### src/rtl/wb_arbiter.sv
// Register-file write-port arbiter: single-cycle pipeline results take priority,
// mul/div results wait in a small FIFO, and a busy scoreboard tracks pending writes.
module wb_arbiter #(
  parameter int DEPTH = 2
) (
  input  logic        Clk,
  input  logic        Clr,
  input  logic        Pwe,
  input  logic [4:0]  Pwn,
  input  logic [31:0] Pd,
  input  logic        Mvalid,
  input  logic [4:0]  Mwn,
  input  logic [31:0] Md,
  output logic        Mready,
  input  logic        Iss,
  input  logic [4:0]  Iwn,
  input  logic [4:0]  Ra,
  input  logic [4:0]  Rb,
  output logic        Busya,
  output logic        Busyb,
  output logic        Busyw,
  output logic        Hold,
  output logic [1:0]  Cnt,
  output logic [4:0]  Wn,
  output logic [31:0] D,
  output logic        We
);

  logic [4:0]  fifo_wn [DEPTH];
  logic [31:0] fifo_d  [DEPTH];
  logic        rd_ptr;
  logic        wr_ptr;
  logic [31:0] busy;
  logic [31:0] busy_nxt;

  logic pipe_claim;
  logic push;
  logic pop;
  logic full;

  assign full       = (Cnt == 2'(DEPTH));
  assign pipe_claim = Pwe && (Pwn != 5'd0);
  assign pop        = !pipe_claim && (Cnt != 2'd0);
  assign Mready     = !Clr && !full;
  assign push       = Mvalid && Mready;
  assign Hold       = full;

  // Bit 0 is never set, so register 0 always reads as not busy.
  assign Busya = busy[Ra];
  assign Busyb = busy[Rb];
  assign Busyw = busy[Iwn];

  // Clear for the popped destination first so a same-edge issue wins.
  always_comb begin
    // NOTE: default assignment first so no path through the block infers a latch.
    busy_nxt = busy;
    if (pop && fifo_wn[rd_ptr] != 5'd0) busy_nxt[fifo_wn[rd_ptr]] = 1'b0;
    if (Iss && Iwn != 5'd0)             busy_nxt[Iwn] = 1'b1;
  end

  // NOTE: FIFO storage has no reset; Cnt and the pointers decide which entries are live.
  always_ff @(posedge Clk) begin
    if (push) begin
      fifo_wn[wr_ptr] <= Mwn;
      fifo_d[wr_ptr]  <= Md;
    end
  end

  // NOTE: all sequential state uses non-blocking assignments so every read sees pre-edge values.
  always_ff @(posedge Clk) begin
    if (Clr) begin
      rd_ptr <= 1'b0;
      wr_ptr <= 1'b0;
      Cnt    <= 2'd0;
      busy   <= '0;
      We     <= 1'b0;
      Wn     <= 5'd0;
      D      <= 32'd0;
    end else begin
      if (pipe_claim) begin
        We <= 1'b1;
        Wn <= Pwn;
        D  <= Pd;
      end else if (pop) begin
        We <= (fifo_wn[rd_ptr] != 5'd0);
        Wn <= fifo_wn[rd_ptr];
        D  <= fifo_d[rd_ptr];
      end else begin
        We <= 1'b0;
      end

      if (push) wr_ptr <= wr_ptr + 1'b1;
      if (pop)  rd_ptr <= rd_ptr + 1'b1;

      if (push && !pop)      Cnt <= Cnt + 2'd1;
      else if (pop && !push) Cnt <= Cnt - 2'd1;

      busy <= busy_nxt;
    end
  end

endmodule

### config.mk
export PLATFORM = sky130hd
export DESIGN_NAME = wb_arbiter
export DESIGN_NICKNAME = d
export VERILOG_FILES = /design/src/rtl/wb_arbiter.sv
export SDC_FILE = /design/constraint.sdc
export NUM_CORES = 1
export LEC_CHECK = 0
export ABC_CLOCK_PERIOD_IN_PS = 5700
export CAP_MARGIN = 20
export CORE_MARGIN = 5
export CORE_UTILIZATION = 40
export CTS_CLUSTER_DIAMETER = 30
export DETAILED_ROUTE_END_ITERATION = 7
export HOLD_SLACK_MARGIN = 0.1
export PLACE_DENSITY = 0.72
export REMOVE_ABC_BUFFERS = 1
export SLEW_MARGIN = 20
export SYNTH_ARGS = -nofsm -noshare
export SYNTH_HDL_FRONTEND = slang
export SYNTH_SLANG_ARGS = --single-unit
### constraint.sdc
create_clock -name Clk -period 5.7 [get_ports Clk]
set_clock_uncertainty 0.2 [all_clocks]
set_input_delay 1.425 -clock Clk [delete_from_list [all_inputs] [get_ports Clk]]
set_output_delay 1.425 -clock Clk [all_outputs]
set_load 0.03 [all_outputs]
==> results.yml, run 1 <==
run_status:
  status: "finished clean"
critical_path:
  reg2reg_depth: 5
  cp.required_ns: 4.07
  crit_arrival_ns: 3.92
  crit_type: "input port to output pin"
  worstPathMaxFanout: 6
  cp-end-kind: "output pin"
  cp-start-kind: "input port"
  rrSetupSlack_ns: 2.82
  r2r-end: "busy[2]"
logic_synthesis:
  yosys.area.top_type_share: 0.323
  synth_cell_type_count: 46
  synth_seq_cells: 149
  synth-seq-area-share: 0.542
  synth-edff-count: 74
  avgSynthCellArea_um2: 11.1
  synth.yosys.warnings: 0
  syn_inst: 618
  synthArstFlopShare: 0
  synth_area_leader_cell: "edfxtp_1"
  synth_ff_type: "dfxtp_1"
  syn-cell-area_um2: 6880
  ys_top_cells_by_area: "edfxtp_1 32%, dfxtp_1 22%, mux4_2 7.9%"
sta:
  timing.final.ws_setup_ns: 0.159
  max_slew_margin: 0.377
  finalSetupTns_ns: 0
  rsz0062_at_grt: "false"
  hold_slack_ns: 0.317
  setup_violations: 0
  fmax_ghz: 0.180
  final_max_slew_viol_count: 0
  tightest_slew_ns: 0.935
  period_share: 0.972
  final.min_clock_period_ns: 5.54
  hold_violations: 0
detailed_routing:
  wire_per_inst_um: 19.3
  initialDrtViolationCount: 400
  routed_via_density: 5.53
  vias: 5407
  drt-total-wl_mm: 18.9
  drc: 0
  drtPass1Iterations: 4
  ant_nets: 0
clock_tree:
  cts_max_path_buffers: 2
  cts_sinks: 149
  cts_setup_buffers: 0
  clk_latency_ns: 0.41
  path_clk_slew_ns: 0.06
  htree_levels: 4
  tritoncts: "yes"
  root_buffer: "clkbuf_16"
  cts_buffers: 17
floorplan:
  die_area_um2: 19900
  io_pins: 139
  core_area_um2: 17100
  start_util: 0.403
  fp-row-count: 48
  die_height_um: 141
  die_width_um: 141
global_routing:
  busiest_layer: "met2"
  grt_pass1_vias: 5514
  grt_max_degree: 77
  grt_util_met1: 0.235
  grt_pass1_wl_mm: 29.6
  grt_use_met2: 0.304
  antenna_found_initial: 1
  grtUsageTotal: 0.190
  grt_overflow: 0
  grt_use_met3: 0.0716
cells_and_area:
  fin_util: 0.529
  antenna_cells: 0
  multiInputGateArea_um2: 2960
  layoutNonFillerInstCount: 977
  n_fill_cell: 1524
  layout-drive-gt1-share: 0.110
  nets: 834
  final_area_um2: 9030
  syn_to_final_growth_pct: 31.3
  ff_latch_area_um2: 3720
power_and_ir_drop:
  peakVddDrop_uv: 258
  power_leakage_nw: 3.01
  power_density_nw_per_um2: 381
  total_power_mw: 3.43
placed_design:
  placed_cell_area_um2: 8420
  io_buffers: 138
  dpl.cell_count: 944
  gp_congestion: 0.998
  hpwl_mm: 13.2
  place_ws_ns: 0.145
min_path:
  hold_depth: 2
  holdCritPathClass: "flop to flop"
  hold_start: "rd_ptr"
job:
  maxCapViolations: 0
-- logic make-up (layout without fill, tap and decap cells) --
family / count (synthesis) / after routing / share of synthesized area
AOI/OAI and AO/OA: 137 / 137 / 0.131
xor gates and xnor gates: 3 / 3 / 0.00382
adders and majority gates: 1 / 1 / 0.00182
buffers and inverters: 49 / 183 / 0.0311
DFF: 149 / 149 / 0.542
muxes: 72 / 72 / 0.150
and+or+nand+nor: 207 / 207 / 0.141
-- synthesized netlist by cell type (8+ instances only) --
library cell / instances
o211ai_1: 36
nor2_1: 58
a311oi_1: 14
mux2i_1: 41
nor3_1: 11
edfxtp_1: 74
a211oi_1: 14
nand2_1: 86
clkbuf_1: 27
mux4_2: 24
buf_2: 15
a21oi_1: 54
nor3b_1: 8
dfxtp_1: 75
-- critical path, stage by stage --
cell,delay (ns)
clkdlybuf4s50_1,0.65
buf_4,0.20
mux4_2,0.48
mux2_2,0.28
nor3b_1,0.21
nor4_1,0.07
clkdlybuf4s50_1,0.61
-- final cells by class --
class | instances | share of cell area
multi-input cells | 420 | 0.328
well taps | 225 | 0.0312
repair buffers | 148 | 0.162
flip-flops and latches | 149 | 0.413
clock buffers | 21 | 0.0521
inverters | 3 | 0.00125
clock inverters | 11 | 0.0126
-- sequential cells by signal (all words and copies together) (netlist names), named ones only --
name     count
busy        32
fifo_d      64
We           1
Wn           5
Cnt          2
wr_ptr       1
fifo_wn     10
rd_ptr       1
D           32
-- how the worst max path moves through the flow --
| stage | from | endpoint | slack [ns] | cells past startpoint |
|---|---|---|---|---|
| 3_5_place_dp | Ra[1] | Busya | 0.14 | 6 |
| 2_1_floorplan | Ra[2] | Busya | 1.14 | 4 |
| 6_report | Rb[1] | Busyb | 0.16 | 7 |
| 3_3_place_gp | Rb[1] | Busyb | 0.19 | 7 |
| 5_1_grt | Rb[1] | Busyb | 0.01 | 6 |
| 4_1_cts | Ra[1] | Busya | 0.13 | 6 |
-- power breakdown --
part | internal, mW | leakage [nW] | switching (mW)
logic | 0.407 | 1.43 | 0.594
clock network | 0.645 | 0.283 | 0.445
registers | 1.25 | 1.29 | 0.0908
total | 2.31 | 3.01 | 1.13
-- cells in the final DEF, fill, tap and decap left out, drive strengths merged, types with 2 or more instances in the layout --
cell           netlist  final
edfxtp              74     74
clkinv               0      3
clkdlybuf4s50        0    136
a21oi               54     54
o211ai              36     36
a2111oi              2      2
nor3b                8      8
nor2                58     58
dfxtp               75     75
mux2i               41     41
clkbuf              27     21
a31oi                4      4
nand3                7      7
nor4                 6      6
and3b                3      3
a311oi              14     14
mux2                 7      7
inv                  3      8
nor2b                7      7
nor3                13     13
mux4                24     24
nand4b               2      2
clkinvlp             0      2
nand2b               5      5
or3                  3      3
xor2                 2      2
buf                 19     11
o21ai                7      7
and3                 4      4
a211oi              14     14
o21a                 2      2
nand2               86     86
-- routing by layer --
layer,up-vias,part of all wire
met5,-,0
met1,2548,0.41
met4,0,0.022
met3,36,0.10
li1,2572,-
met2,251,0.47
-- timing repair --
action                     4_1_cts  5_1_grt
gates resized for setup          0        1
hold buffers                     0        0
setup endpoints to repair        0        1
Note: power is estimated with default switching activity, not from simulation.
==> inputs of run 2 (changes only) <==
- CORE_UTILIZATION: 40 -> 55
- PLACE_DENSITY: 0.72 -> 0.92
==> run 2 against run 1 <==
Clock power about the same. Combinational power is 4% higher. Die area shrank 25%. Sequential power about the same. Largest power group unchanged.
==> results.yml, run 2 (synthesized netlist as in run 1, its figures left out) <==
clock_tree:
  cts_buffers: 17
  cts_max_path_buffers: 2
  root_buffer: "clkbuf_16"
  cts_sinks: 149
  path_clk_slew_ns: 0.06
  tritoncts: "yes"
  clk_latency_ns: 0.42
  htree_levels: 4
power_and_ir_drop:
  p_switching_mw: 1.19
  total_power_mw: 3.47
  peakVddDrop_uv: 336
  p_comb_frac: 0.300
  power_leakage_nw: 3.01
  pwr-share-clk: 0.314
  p_int_mw: 2.28
  p_sw_frac: 0.343
  seqPwrFrac: 0.387
  power_density_nw_per_um2: 387
cells_and_area:
  largest_reg_flops: 64
  layoutNonFillerInstCount: 920
  final_common_cell: "clkdlybuf4s50_1"
  reg.largest.list: "fifo_d x64, D x32, busy x32"
  layout-drive-gt1-share: 0.112
  nets: 834
  syn_to_final_growth_pct: 30.2
  antenna_cells: 0
  top_register: "fifo_d"
  n_fill_cell: 771
  final_cell_mix: "136 x clkdlybuf4s50_1, 86 x nand2_1, 74 x dfxtp_1, 74 x edfxtp_1, 58 x nor2_1"
run_status:
  status: "finished clean"
floorplan:
  io_pins: 139
  core_area_um2: 12100
  die_width_um: 122
  die_height_um: 122
  fp-row-count: 40
  die_area_um2: 14800
  start_util: 0.568
placed_design:
  io_buffers: 138
  dpl.cell_count: 887
  hpwl_mm: 12.8
  gp_congestion: 1.09
  place_ws_ns: 0.126
critical_path:
  r2r-end: "busy[18]"
  cp-start-kind: "input port"
  rrSetupSlack_ns: 2.93
  cp-end-kind: "output pin"
  worstPathMaxFanout: 5
  crit_arrival_ns: 3.90
  endpoint: "Busya"
  crit_type: "input port to output pin"
  setup.worst_path.start: "Ra[1]"
  cp.required_ns: 4.07
  reg2reg_depth: 5
sta:
  max_slew_margin: 0.361
  hold_violations: 0
  finalSetupTns_ns: 0
  final.min_clock_period_ns: 5.53
  rsz0062_at_grt: "false"
  fmax_ghz: 0.181
  hold_slack_ns: 0.346
  setup_violations: 0
  tightest_slew_ns: 0.958
  timing.final.ws_setup_ns: 0.174
  final_max_slew_viol_count: 0
  period_share: 0.969
global_routing:
  antenna_found_initial: 1
  grt_max_degree: 79
  grt_pass1_vias: 5795
  grtUsageTotal: 0.262
  grt_pass1_wl_mm: 30.1
  grt_overflow: 0
detailed_routing:
  initialDrtViolationCount: 635
  vias: 5756
  wire_per_inst_um: 21.0
  drc: 0
  routed_via_density: 6.26
  drtPass1Iterations: 5
  drt-total-wl_mm: 19.3
  ant_nets: 0
job:
  maxCapViolations: 0
min_path:
  holdCritPathClass: "flop to flop"
==> run 2: worst max-delay path, stage by stage <==
cell,delay (ns)
clkdlybuf4s50_1,0.60
buf_4,0.20
mux4_2,0.49
mux2_2,0.27
nor3b_1,0.20
nor4_1,0.10
clkdlybuf4s50_1,0.61
==> run 2: area by class of cell <==
| cell class | instances | area (um^2) | area share |
|---|---|---|---|
| Inverter | 3 | 11.3 | 0.00126 |
| Timing Repair Buffer | 148 | 1480 | 0.165 |
| Clock inverter | 15 | 145 | 0.0162 |
| Tap cell | 168 | 210 | 0.0235 |
| Multi-Input combinational cell | 420 | 2960 | 0.330 |
| Sequential cell | 149 | 3720 | 0.416 |
| Clock buffer | 17 | 425 | 0.0475 |
==> run 2: what timing repair did <==
item                       CTS  global route
hold buffers                 0             0
setup endpoints to repair    0             1
setup buffers                0             0
resized for setup            0             1
==> run 2: layer usage <==
layer / global-route usage / part of all wire / vias up / wire length [um]
met1: 0.304 / 0.36 / 2764 / 7010
met3: 0.0859 / 0.10 / 69 / 1940
li1: - / - / 2574 / -
met5: 0 / 0.00067 / - / 13
met2: 0.438 / 0.50 / 347 / 9610
met4: 0.127 / 0.037 / 2 / 721
==> run 2: worst min-delay path by stage <==
stage             from       to  slack [ns]  cells after the start
2_1_floorplan  busy[0]  busy[0]        0.26                      1
3_3_place_gp    rd_ptr     flop        0.29                      2
3_5_place_dp    rd_ptr     flop        0.32                      2
4_1_cts        busy[0]  busy[0]        0.34                      1
5_1_grt        busy[0]  busy[0]        0.36                      1
6_report       busy[0]  busy[0]        0.35                      1
==> run 2: power by group through the flow <==
stage / registers, mW / clock network [mW] / logic, mW
4_1_cts: 1.34 / 1.09 / 1.03
2_1_floorplan: 1.50 / 0 / 0.462
3_3_place_gp: 1.35 / 0 / 0.977
5_1_grt: 1.35 / 1.15 / 1.10
6_report: 1.34 / 1.09 / 1.04
3_5_place_dp: 1.36 / 0 / 1.01
==> run 2: metrics by stage <==
step                       util  instance area [um^2]
after global routing      0.739                  8950
after floorplan               -                  6670
after CTS                 0.737                  8930
after detailed placement  0.690                  8360
final                     0.739                  8950
after global placement    0.690                  8360
